[config.mk]
export PLATFORM = sky130hd
export DESIGN_NAME = mem_port_arbiter
export DESIGN_NICKNAME = d
export VERILOG_FILES = /design/src/rtl/mem_port_arbiter.sv
export SDC_FILE = /design/constraint.sdc
export NUM_CORES = 1
export LEC_CHECK = 0
export ABC_AREA = 1
export BUFFER_PORTS_ARGS = -buffer_cell sky130_fd_sc_hd__buf_2
export CAP_MARGIN = 20
export CORE_UTILIZATION = 35
export DETAILED_ROUTE_END_ITERATION = 6
export GPL_ROUTABILITY_DRIVEN = 0
export HOLD_SLACK_MARGIN = 0.06
export PLACE_DENSITY = 0.69
export SETUP_SLACK_MARGIN = 0.02
export SYNTH_ARGS = -nofsm -noshare
export SYNTH_HDL_FRONTEND = slang
export SYNTH_SLANG_ARGS = --single-unit
[constraint.sdc]
create_clock -name clk -period 1.8 [get_ports clk]
set_input_delay 0.09 -clock clk [delete_from_list [all_inputs] [get_ports clk]]
set_output_delay 0.09 -clock clk [all_outputs]
set_load 0.05 [all_outputs]
[src/rtl/mem_port_arbiter.sv]
// Arbitrates a single-port unified memory between instruction fetch (IF) and data access (DM).
// Define ARB_PERF_CNT_EN to add grant and conflict-cycle performance counters.
module mem_port_arbiter #(
  parameter int unsigned MAX_DM_BURST = 4,
  parameter int unsigned ADDR_W       = 32
) (
  input  logic              clk,
  input  logic              rst,
  input  logic              if_req,
  input  logic [ADDR_W-1:0] if_addr,
  output logic [31:0]       if_rdata,
  output logic              if_ready,
  output logic              stall_IF,
  input  logic              dm_req,
  input  logic              dm_we,
  input  logic [3:0]        dm_be,
  input  logic [ADDR_W-1:0] dm_addr,
  input  logic [31:0]       dm_wdata,
  output logic [31:0]       dm_rdata,
  output logic              dm_ready,
  output logic              stall_MEM,
  output logic              mem_req,
  output logic              mem_we,
  output logic [3:0]        mem_be,
  output logic [ADDR_W-1:0] mem_addr,
  output logic [31:0]       mem_wdata,
  input  logic [31:0]       mem_rdata,
  input  logic              mem_ack
`ifdef ARB_PERF_CNT_EN
  ,
  output logic [31:0]       perf_if_grants,
  output logic [31:0]       perf_dm_grants,
  output logic [31:0]       perf_conflict_cycles
`endif
);

  typedef enum logic [1:0] {
    ST_IDLE    = 2'd0,
    ST_IF_BUSY = 2'd1,
    ST_DM_BUSY = 2'd2
  } state_t;

  localparam logic [3:0] BURST_LIMIT = 4'(MAX_DM_BURST);

  state_t              r_state;
  state_t              w_state_nxt;
  logic                w_grant_if;
  logic                w_grant_dm;
  logic                w_done_if;
  logic                w_done_dm;
  logic                w_if_starved;

  logic [3:0]          r_burst_cnt;
  logic                r_if_flushed;
  logic                r_mem_req;
  logic                r_mem_we;
  logic [3:0]          r_mem_be;
  logic [ADDR_W-1:0]   r_mem_addr;
  logic [31:0]         r_mem_wdata;
  logic [31:0]         r_if_rdata;
  logic [31:0]         r_dm_rdata;
  logic                r_if_ready;
  logic                r_dm_ready;

  // IF wins over a pending DM request once DM has taken MAX_DM_BURST grants in a row
  assign w_if_starved = if_req && (r_burst_cnt == BURST_LIMIT);

  always_comb begin
    w_state_nxt = r_state;
    w_grant_if  = 1'b0;
    w_grant_dm  = 1'b0;
    w_done_if   = 1'b0;
    w_done_dm   = 1'b0;
    case (r_state)
      ST_IDLE: begin
        if (dm_req && !w_if_starved) begin
          w_grant_dm  = 1'b1;
          w_state_nxt = ST_DM_BUSY;
        end else if (if_req) begin
          w_grant_if  = 1'b1;
          w_state_nxt = ST_IF_BUSY;
        end
      end
      ST_IF_BUSY: begin
        if (mem_ack) begin
          w_done_if   = 1'b1;
          w_state_nxt = ST_IDLE;
        end
      end
      ST_DM_BUSY: begin
        if (mem_ack) begin
          w_done_dm   = 1'b1;
          w_state_nxt = ST_IDLE;
        end
      end
      default: w_state_nxt = ST_IDLE;
    endcase
  end

  always_ff @(posedge clk) begin
    if (rst) begin
      r_state <= ST_IDLE;
    end else begin
      r_state <= w_state_nxt;
    end
  end

  // Memory-side request registers and per-port response registers
  always_ff @(posedge clk) begin
    if (rst) begin
      r_burst_cnt  <= 4'd0;
      r_if_flushed <= 1'b0;
      r_mem_req    <= 1'b0;
      r_mem_we     <= 1'b0;
      r_mem_be     <= 4'd0;
      r_mem_addr   <= '0;
      r_mem_wdata  <= 32'd0;
      r_if_rdata   <= 32'd0;
      r_dm_rdata   <= 32'd0;
      r_if_ready   <= 1'b0;
      r_dm_ready   <= 1'b0;
    end else begin
      r_if_ready <= 1'b0;
      r_dm_ready <= 1'b0;

      if (w_grant_dm) begin
        r_mem_req   <= 1'b1;
        r_mem_we    <= dm_we;
        r_mem_be    <= dm_be;
        r_mem_addr  <= dm_addr;
        r_mem_wdata <= dm_wdata;
        if (if_req) begin
          r_burst_cnt <= (r_burst_cnt >= BURST_LIMIT) ? BURST_LIMIT : r_burst_cnt + 4'd1;
        end else begin
          r_burst_cnt <= 4'd0;
        end
      end

      if (w_grant_if) begin
        r_mem_req    <= 1'b1;
        r_mem_we     <= 1'b0;
        r_mem_be     <= 4'd0;
        r_mem_addr   <= if_addr;
        r_mem_wdata  <= 32'd0;
        r_burst_cnt  <= 4'd0;
        r_if_flushed <= 1'b0;
      end

      // A fetch dropped at any point while outstanding is a flush; remember it until completion
      if ((r_state == ST_IF_BUSY) && !if_req) begin
        r_if_flushed <= 1'b1;
      end

      if (w_done_if) begin
        r_mem_req <= 1'b0;
        if (if_req && !r_if_flushed) begin
          r_if_rdata <= mem_rdata;
          r_if_ready <= 1'b1;
        end
      end

      if (w_done_dm) begin
        r_mem_req  <= 1'b0;
        r_dm_ready <= 1'b1;
        if (!r_mem_we) begin
          r_dm_rdata <= mem_rdata;
        end
      end
    end
  end

  assign mem_req   = r_mem_req;
  assign mem_we    = r_mem_we;
  assign mem_be    = r_mem_be;
  assign mem_addr  = r_mem_addr;
  assign mem_wdata = r_mem_wdata;
  assign if_rdata  = r_if_rdata;
  assign dm_rdata  = r_dm_rdata;
  assign if_ready  = r_if_ready;
  assign dm_ready  = r_dm_ready;
  assign stall_IF  = if_req && !r_if_ready;
  assign stall_MEM = dm_req && !r_dm_ready;

`ifdef ARB_PERF_CNT_EN
  logic [31:0] r_perf_if_grants;
  logic [31:0] r_perf_dm_grants;
  logic [31:0] r_perf_conflict;
  logic        w_conflict;

  assign w_conflict = stall_IF && stall_MEM;

  always_ff @(posedge clk) begin
    if (rst) begin
      r_perf_if_grants <= 32'd0;
      r_perf_dm_grants <= 32'd0;
      r_perf_conflict  <= 32'd0;
    end else begin
      if (w_grant_if) r_perf_if_grants <= r_perf_if_grants + 32'd1;
      if (w_grant_dm) r_perf_dm_grants <= r_perf_dm_grants + 32'd1;
      if (w_conflict) r_perf_conflict  <= r_perf_conflict + 32'd1;
    end
  end

  assign perf_if_grants       = r_perf_if_grants;
  assign perf_dm_grants       = r_perf_dm_grants;
  assign perf_conflict_cycles = r_perf_conflict;
`endif

endmodule

Word-level counts from Yosys, hierarchy flattened
Index checks and enable logic that the tools add are counted.
- input port bits: 138
- output and inout bits: 138
- flip-flop bits (word level): 143
- logic and storage cells: 64
- reductions and logical operators: 21
- bitwise logic cells: 2
- $add $sub $neg: 1
- multiplexer cells: 22
- magnitude comparators: 1
- equal/unequal tests: 5
- operator list (operator ; number):
    $mux 32 ; 2
    $mux 1 ; 14
    $mux 4 ; 2
    $logic_and 1x1->1 ; 6
    $mux 2 ; 3
    $reduce_and 2->1 ; 3
    $reduce_or 2->1 ; 3
    $logic_not 1->1 ; 5
    $add 4x1->4 const B ; 1
    $eq 4x3->1 const B ; 1
    $ge 4x3->1 const B ; 1
    $pmux 2 s2 ; 1
    $reduce_bool 2->1 ; 2
    $ne 3x3->1 const B ; 1
    $reduce_or 3->1 ; 1
    $eq 2x1->1 const B ; 1
    $eq 2x2->1 const B ; 1
    $logic_not 2->1 ; 1
    $ne 2x1->1 const B ; 1
    $not 1->1 ; 2

Depth between registers and ports, before layout
Gate-level depths: netlist (run 1).
- word-level depth: 8
- depth in mapped cells: 11
- depth with buffers taken out: 10

Worst setup path before layout (run 1)
OpenSTA, ideal clock, no wires.
- kind: register to register
- start: register r_state[0]
- end: register r_mem_addr[24], in the netlist mem_addr[24]
- setup slack: 0.412 ns
- setup time: 0.109 ns
- data required time: 1.691 ns
- data arrival time: 1.279 ns
- stages on the path, launching flop included: 10
- clock period less this slack: 1.388 ns
- path buffers: 3
- cell sequence: dfxtp_1 inv_1 ha_1 buf_4 buf_2 buf_2 nand4_1 nand3_1 nand2_1 inv_1
- cells in the longest elaborated chain, start to end: 3
- elaborated cells on any way between the ends: 5
- those cells by class: mux: 3; reduce/logical: 2
- ends and longest elaborated chain (what ; RTL line ; RTL):
    start, declared ; 45 ; state_t r_state;
    start signal, assigned ; 104 ; r_state <= w_state_nxt;
    $logic_not 2->1 (*) ; 74 ; case (r_state)
    $mux 1 ; 74 ;
    $mux 32 or $reduce_bool 2->1 (tied branches) ; -- ;
    end signal, assigned ; 130 ; r_mem_addr <= dm_addr;
    end signal, assigned ; 143 ; r_mem_addr <= if_addr;
    end, declared ; 58 ; logic [ADDR_W-1:0] r_mem_addr;
Mark *: on every way between the ends. The rest lies on a longest branch, timed or not.
A chain may end at the register's enable or synchronous reset.

Worst setup path in the final report (run 1)
- start: register r_burst_cnt[0]
- end: register r_burst_cnt[1]
- cells in the longest elaborated chain, start to end: 7
- elaborated cells on any way between the ends: 13
- those cells by class: add/sub: 1; order compare: 1; eq/ne: 1; mux: 6; reduce/logical: 4
- ends and longest elaborated chain (what ; RTL line ; RTL):
    start, declared ; 53 ; logic [3:0] r_burst_cnt;
    start signal, assigned ; 133 ; r_burst_cnt <= (r_burst_cnt >= BURST_LIMIT) ? BURST_LIMIT : r_burst_cnt + 4'd1;
    $eq 4x3->1 ; 66 ; assign w_if_starved = if_req && (r_burst_cnt == BURST_LIMIT);
    $logic_and 1x1->1 ; 66 ;
    $logic_not 1->1 ; 76 ; if (dm_req && !w_if_starved) begin
    $logic_and 1x1->1 ; 76 ;
    $mux 1 ; 76 ;
    $mux 1 ; 74 ;
    $reduce_or 2->1 (no source line) ; -- ;
Parallel ways exist; a longest one is shown, timed or not.

==> results of run 1 <==
## worst paths after layout
check	start	endpoint	slack (ns)	depth (start not counted)
worst max-delay path	r_burst_cnt[0]	r_burst_cnt[1]	0.23	10
worst min-delay path	dm_addr[12]	mem_addr[12]	0.1	5
worst max register to register	r_burst_cnt[0]	r_burst_cnt[1]	0.23	10
worst min register to register	mem_req	mem_req	0.44	2
## cell usage after synthesis (all sizes together)
cell type,count,area [um^2]
nand2,153,594
dfxtp,143,2860
nor2,139,539
nand4,66,428
o21ai,66,342
inv,47,176
buf,44,299
a21oi,42,210
nand3,37,195
clkbuf,15,56.3
ha,5,62.6
clkinv,1,3.75
nor3,1,10.0
o31ai,1,7.51
## where the power goes
group,internal (uW),switching [uW]
clock,2090,1520
sequential,3380,110
combinational,721,1500
total,6190,3130
## worst register-to-register path, stage by stage (launching register included)
cell and delay [ns]:
dfxtp_1 0.36, inv_1 0.07, ha_1 0.19, nand2_1 0.06, inv_1 0.06, nand2_4 0.09, nand3_2 0.09, buf_4 0.25
nor2_2 0.14, nand2_1 0.06, a21oi_1 0.12
## routing by layer
layer  track usage  share of wire  vias to the layer above
met4         0.103          0.026                        0
met5             0              0                        -
met2         0.392           0.48                      314
li1              -              -                     3264
met1         0.252           0.41                     2953
met3        0.0717          0.086                       42
## state kept, by name, summed over array words and instances, names as in the netlist
name          cells
mem_req           1
r_burst_cnt       4
dm_ready          1
if_rdata         32
mem_we            1
r_if_flushed      1
mem_wdata        32
r_state           2
mem_be            4
if_ready          1
dm_rdata         32
mem_addr         32
## placed cells by master, fill, tap and decap left out, types with 17 or more instances in the layout
master,n
nor2_1,136
o21ai_0,59
buf_2,275
nand4_1,65
nand2_1,149
clkbuf_16,17
a21oi_1,42
inv_1,45
nand3_1,35
dfxtp_1,143
dlygate4sd3_1,134
## per-stage QoR
stage / power, uW / utilization
after floorplan: 4980 / -
after global placement: 5510 / 0.456
after detailed placement: 5520 / 0.456
after CTS: 9390 / 0.578
after global routing: 9730 / 0.578
final: 9320 / 0.578
## cells by family (layout without fill, tap and decap cells)
group	Yosys count	count (layout)	synth area share
DFF	143	143	0.495
AOI/OAI and AO/OA	109	109	0.0966
buffers and inverters	107	508	0.0925
and+or+nand+nor	396	396	0.305
adders and majority gates	5	5	0.0108
## area by class of cell
class	instances	share of cell area
Sequential cell	143	0.310
Timing Repair Buffer	428	0.318
Tap cell	216	0.0292
Multi-Input combinational cell	510	0.259
Clock inverter	15	0.0191
Inverter	48	0.0195
Clock buffer	17	0.0460
## what timing repair did
item                                   4_1_cts  5_1_grt
hold buffers                               134        0
buffers inserted                             0        0
endpoints found under the hold margin      138        0
resized for setup                            0        0
==> metrics.md, run 1 <==
| Metric | Value |
|---|---|
| Non-Filler Cell Area, Final | `9240 um^2` |
| CTS Sinks | `between 100 and 150` |
| Peak VDD IR | `between 0.0006 and 0.0007 V` |
| First-pass GRT wire length | `30100 um` |
| Crit path kind | `register to register` |
| Setup tns final | `0 ns` |
| Delay-heaviest family, CP | `simple AND/OR/NAND/NOR gates` |
| Gr ovfl total | `0` |
| Vias in the first global route | `approximately 6200` |
| Register Area | `2860 um^2` |
| Buf/Inv on CP | `3` |
| Initial antenna violation count | `0` |
| Final slew viol count | `0` |
| Final hold vios | `0` |
| Pleak | `~0.0046 uW` |
| # fillers | `approximately 1400` |
| RSZ-0062 raised after global routing | `false` |
| Slowest cell on crit path | `dfxtp_1` |
| Avg Cell Area, Syn | `between 7 and 8 um^2` |
| Arr. time, crit path | `between 1.5 and 2 ns` |
| Final Cycle Share | `0.870` |
| Die width | `131 um` |
| Max Fclk | `0.639 GHz` |
| Crit Path Max Fanout | `30` |
| Ports | `276` |
| Detailed placer's ending HPWL | `11600 um` |
| Cells along the critical path | `inv_1, ha_1, nand2_1, inv_1, nand2_4, nand3_2, buf_4, nor2_2, nand2_1, a21oi_1` |
| DRT antenna net count | `0` |
| Final hold slack | `0.0999 ns` |
| CTS root buf | `clkbuf_16` |
| Placed cells | `roughly 1200` |
| DR vias/cell | `approximately 4.8` |
| Mapped cell area | `around 5800 um^2` |
| Global Route Usage Sum | `0.226` |
| Die ar. | `between 15000 and 20000 um^2` |
| Pin count of the biggest net entering global routing | `100` |
| Post-layout min period | `~1.6 ns` |
| Depth of the CTS H-tree | `4` |
| Wire per inst | `~14 um` |
| Clock Tree Buf Depth | `2` |
| Worst Hold Class | `input port to register` |
| Status | `finished, final reports clean` |
| Setup ws final | `roughly 0.23 ns` |
| Initial core utilization | `0.362` |
| Drt drc | `0` |
| Area after DPL | `7300 um^2` |
| Area of the core | `about 16000 um^2` |
| DIE HEIGHT | `approximately 130 um` |
| Vias | `about 6600` |
| Worst setup EP type | `register` |
| I/O Buffers | `between 200 and 300` |
| Syn Nets | `between 900 and 1000` |
| Syn-to-layout area delta | `59.7%` |
| Worst path required time | `~2.1 ns` |
| Post-Place Worst Slack | `between 0.2 and 0.3 ns` |
| Synth warnings | `0` |
| Slowest stage delay, CP | `around 0.36 ns` |
| TritonRoute pass-1 iters | `5` |
| Std cell rows | `46` |
| Worst Tran Pin Value | `about 0.96 ns` |
| Library cells used by synthesis | `26` |
| Seq/Total Area, Yosys | `0.495` |
| ANT cells | `0` |
| Worst-path clk slew | `approximately 0.060 ns` |
| Final WL | `between 15000 and 20000 um` |
| Post-synthesis cell count | `760` |
| Drt initial violations | `between 200 and 300` |
| Final setup violating endpoints | `0` |
| Slew headroom | `0.361` |
| Seq cells post-synth | `about 140` |
| Nets@finish | `around 1300` |
| Share of post-route cells with drive strength above 1 | `0.295` |
| Non-Filler Instances | `roughly 1400` |
| Max-Cap Viols | `0` |
| Worst clock skew | `0.0114 ns` |
| Area of the multi-input gates | `~2400 um^2` |
| Clk_lat worst skew | `about 0.42 ns` |
| Startpoint types | `register` |
| CTS tree | `yes` |
| Total CTS buffers | `17` |
| Power per cell area | `between 1000 and 1500 nW/um^2` |
No activity file was read; power rests on OpenSTA's default activity.
==> run 2, diff against run 1 <==
CTS_CLUSTER_SIZE = 10   (was unset)
PLACE_DENSITY = unset   (was 0.69)
==> run 2 against run 1 <==
  * Core utilization grew 0.23 points
  * Cell area increased by 0.41%
  * First-iteration DRC count is 0.38% lower
  * Largest power group unchanged
  * Via count about the same
  * Sequential share of layout area is 0.13 points lower
  * Critical endpoint is now mem_addr[17]
  * Die area stayed put
  * Critical path depth is 1 higher
  * Critical path type unchanged
  * Flip-flop and latch count unchanged
  * Clock-buffer cell count increased by 3
  * Hold slack improved by 0.074 ns
==> metrics.md, run 2 (synthesis results as in run 1) <==
| Metric | Value |
|---|---|
| Status | `finished, final reports clean` |
| Hold EP | `r_if_flushed` |
| Slowest stage delay, CP | `between 0.3 and 0.4 ns` |
| DRT antenna net count | `0` |
| Detailed placer's ending HPWL | `between 10000 and 15000 um` |
| Max Fclk | `between 0.6 and 0.7 GHz` |
| Area after DPL | `7300 um^2` |
| Clock power share | `0.399` |
| Worst path required time | `around 2.2 ns` |
| Non-Filler Cell Area, Final | `9280 um^2` |
| Final hold vios | `0` |
| Most used cell along the critical path | `inv_1` |
| R2r startpoint | `r_burst_cnt[0]` |
| Drt drc | `0` |
| CTS Sinks | `between 100 and 150` |
| Vias | `about 6600` |
| Post-CTS Setup Bufs | `0` |
| P_int | `approximately 6500 uW` |
| DR vias/cell | `4.77` |
| Slew headroom | `0.364` |
| Depth of the CTS H-tree | `4` |
| Worst-path clk slew | `about 0.06 ns` |
| Worst setup EP type | `register` |
| Final slew viol count | `0` |
| CTS tree | `yes` |
| Hold Crit Depth | `4` |
| Area of the core | `about 16000 um^2` |
| Worst Setup SP | `r_burst_cnt[0]` |
| Syn-to-layout area delta | `60.3%` |
| Pleak | `0.00465 uW` |
| Max-Cap Viols | `0` |
| Slowest cell on crit path | `dfxtp_1` |
| Clock Tree Buf Depth | `2` |
| Die ar. | `about 17000 um^2` |
| CTS root buf | `clkbuf_16` |
| Post-CTS Resized | `0` |
| Reg power frac | `0.368` |
| Initial antenna violation count | `0` |
| Cells along the critical path | `inv_1, ha_1, nand2_1, inv_1, nand2_4, nand2_4, buf_4, nand4_1, nand3_1, nand2_1, inv_1` |
| Combinational Power Share | `0.233` |
| I/O Buffers | `approximately 280` |
| Delay-heaviest family, CP | `simple AND/OR/NAND/NOR gates` |
| Die width | `between 100 and 150 um` |
| Worst Tran Pin Value | `between 0.9 and 1 ns` |
| RSZ-0062 raised after global routing | `false` |
| Gr ovfl total | `0` |
| Share of post-route cells with drive strength above 1 | `0.293` |
| Switch Pwr | `3020 uW` |
| Wire per inst | `roughly 14 um` |
| Setup tns final | `0 ns` |
| Most common cell after layout, fill and taps aside | `buf_2` |
| Worst Hold Class | `input port to register` |
| Crit path kind | `register to register` |
| TritonRoute pass-1 iters | `5` |
| Peak VDD IR | `between 0.0006 and 0.0007 V` |
| Power per cell area | `roughly 1000 nW/um^2` |
| Final Util | `0.580` |
| Pin count of the biggest net entering global routing | `44` |
| Nets@finish | `between 1000 and 1500` |
| Final WL | `just under 20000 um` |
| ANT cells | `0` |
| # fillers | `around 1500` |
| Reg2reg end | `mem_addr[17]` |
| Ports | `approximately 280` |
| Global Route Usage Sum | `0.224` |
| Hold_sp | `if_req` |
| Reg2reg setup slack | `0.21 ns` |
| Clk_lat worst skew | `between 0.4 and 0.5 ns` |
| Initial core utilization | `0.362` |
| Drt initial violations | `264` |
| DIE HEIGHT | `between 100 and 150 um` |
| Levels on crit path | `11` |
| Startpoint types | `register` |
| Worst clock skew | `between 0.009 and 0.01 ns` |
| Final Cycle Share | `0.884` |
| Vias in the first global route | `6085` |
| Post-layout min period | `around 1.6 ns` |
| Std cell rows | `between 40 and 50` |
| Post-Place Worst Slack | `about 0.24 ns` |
| R2R cell count | `11` |
| Arr. time, crit path | `about 2.0 ns` |
| Total CTS buffers | `17` |
| Final setup violating endpoints | `0` |
| Setup ws final | `0.208 ns` |
| Crit Path Max Fanout | `23` |
| First-pass GRT wire length | `~30000 um` |
| Buf/Inv on CP | `4` |
| Sw frac | `0.318` |
| Most frequent cells in the layout | `275 x buf_2, 149 x nand2_1, 143 x dfxtp_1` |
-- run 2: cell types whose count changed in the layout (fill, tap and decap cells not counted), moves of 2 or more --
cell | previous run | this run
inv_8 | 4 | 0
buf_4 | 13 | 16
bufinv_16 | 2 | 4
clkbuf_1 | 0 | 2
clkinvlp_4 | 3 | 1
-- run 2: cell type report --
| type | count | area [um^2] | share of cell area |
|---|---|---|---|
| clock buffers | 20 | 447 | 0.0481 |
| repair buffers | 431 | 2950 | 0.318 |
| flip-flops and latches | 143 | 2860 | 0.309 |
| well taps | 216 | 270 | 0.0291 |
| clock inverters | 11 | 180 | 0.0194 |
| inverters | 48 | 180 | 0.0194 |
| multi-input cells | 510 | 2390 | 0.258 |
-- run 2: worst register-to-register path: stages, from the launching register on --
cell     delay [ns]
dfxtp_1        0.32
inv_1          0.07
ha_1           0.14
nand2_1        0.05
inv_1          0.09
nand2_4        0.08
nand2_4        0.14
buf_4          0.30
nand4_1        0.15
nand3_1        0.10
nand2_1        0.06
inv_1          0.05
-- run 2: worst max path at each step --
stage	endpoint	slack, ns
floorplan	mem_addr[24]	0.41
global placement	mem_addr[30]	0.25
detailed placement	mem_wdata[28]	0.24
CTS	mem_wdata[25]	0.22
global route	mem_addr[31]	0.02
finish	mem_addr[17]	0.21
-- run 2: power by group through the flow --
stage / clock network, uW / logic, uW / registers (uW)
after floorplan: 0 / 725 / 4260
after global placement: 0 / 1970 / 3550
after detailed placement: 0 / 1970 / 3550
after CTS: 3860 / 2200 / 3490
after global routing: 4010 / 2380 / 3510
final: 3790 / 2220 / 3490
-- run 2: what timing repair did --
item / CTS / global route
endpoints found under the hold margin: 138 / 0
setup endpoints to repair: 0 / 0
hold buffers: 135 / 0
-- run 2: stage by stage --
stage,hold slack (ns),total power (uW),instances
2_1_floorplan,0.159,4980,760
3_3_place_gp,0.325,5520,1213
4_1_cts,0.155,9560,1379
6_report,0.174,9500,1379
5_1_grt,0.175,9900,1379
3_5_place_dp,0.329,5520,1213
-- run 2: layer usage --
| metal | wire length (um) | vias up | GRT usage |
|---|---|---|---|
| met5 | 0 | - | 0 |
| met3 | 1650 | 49 | 0.0696 |
| met4 | 527 | 0 | 0.0933 |
| met1 | 8310 | 2975 | 0.258 |
| met2 | 9330 | 284 | 0.384 |
| li1 | - | 3267 | - |
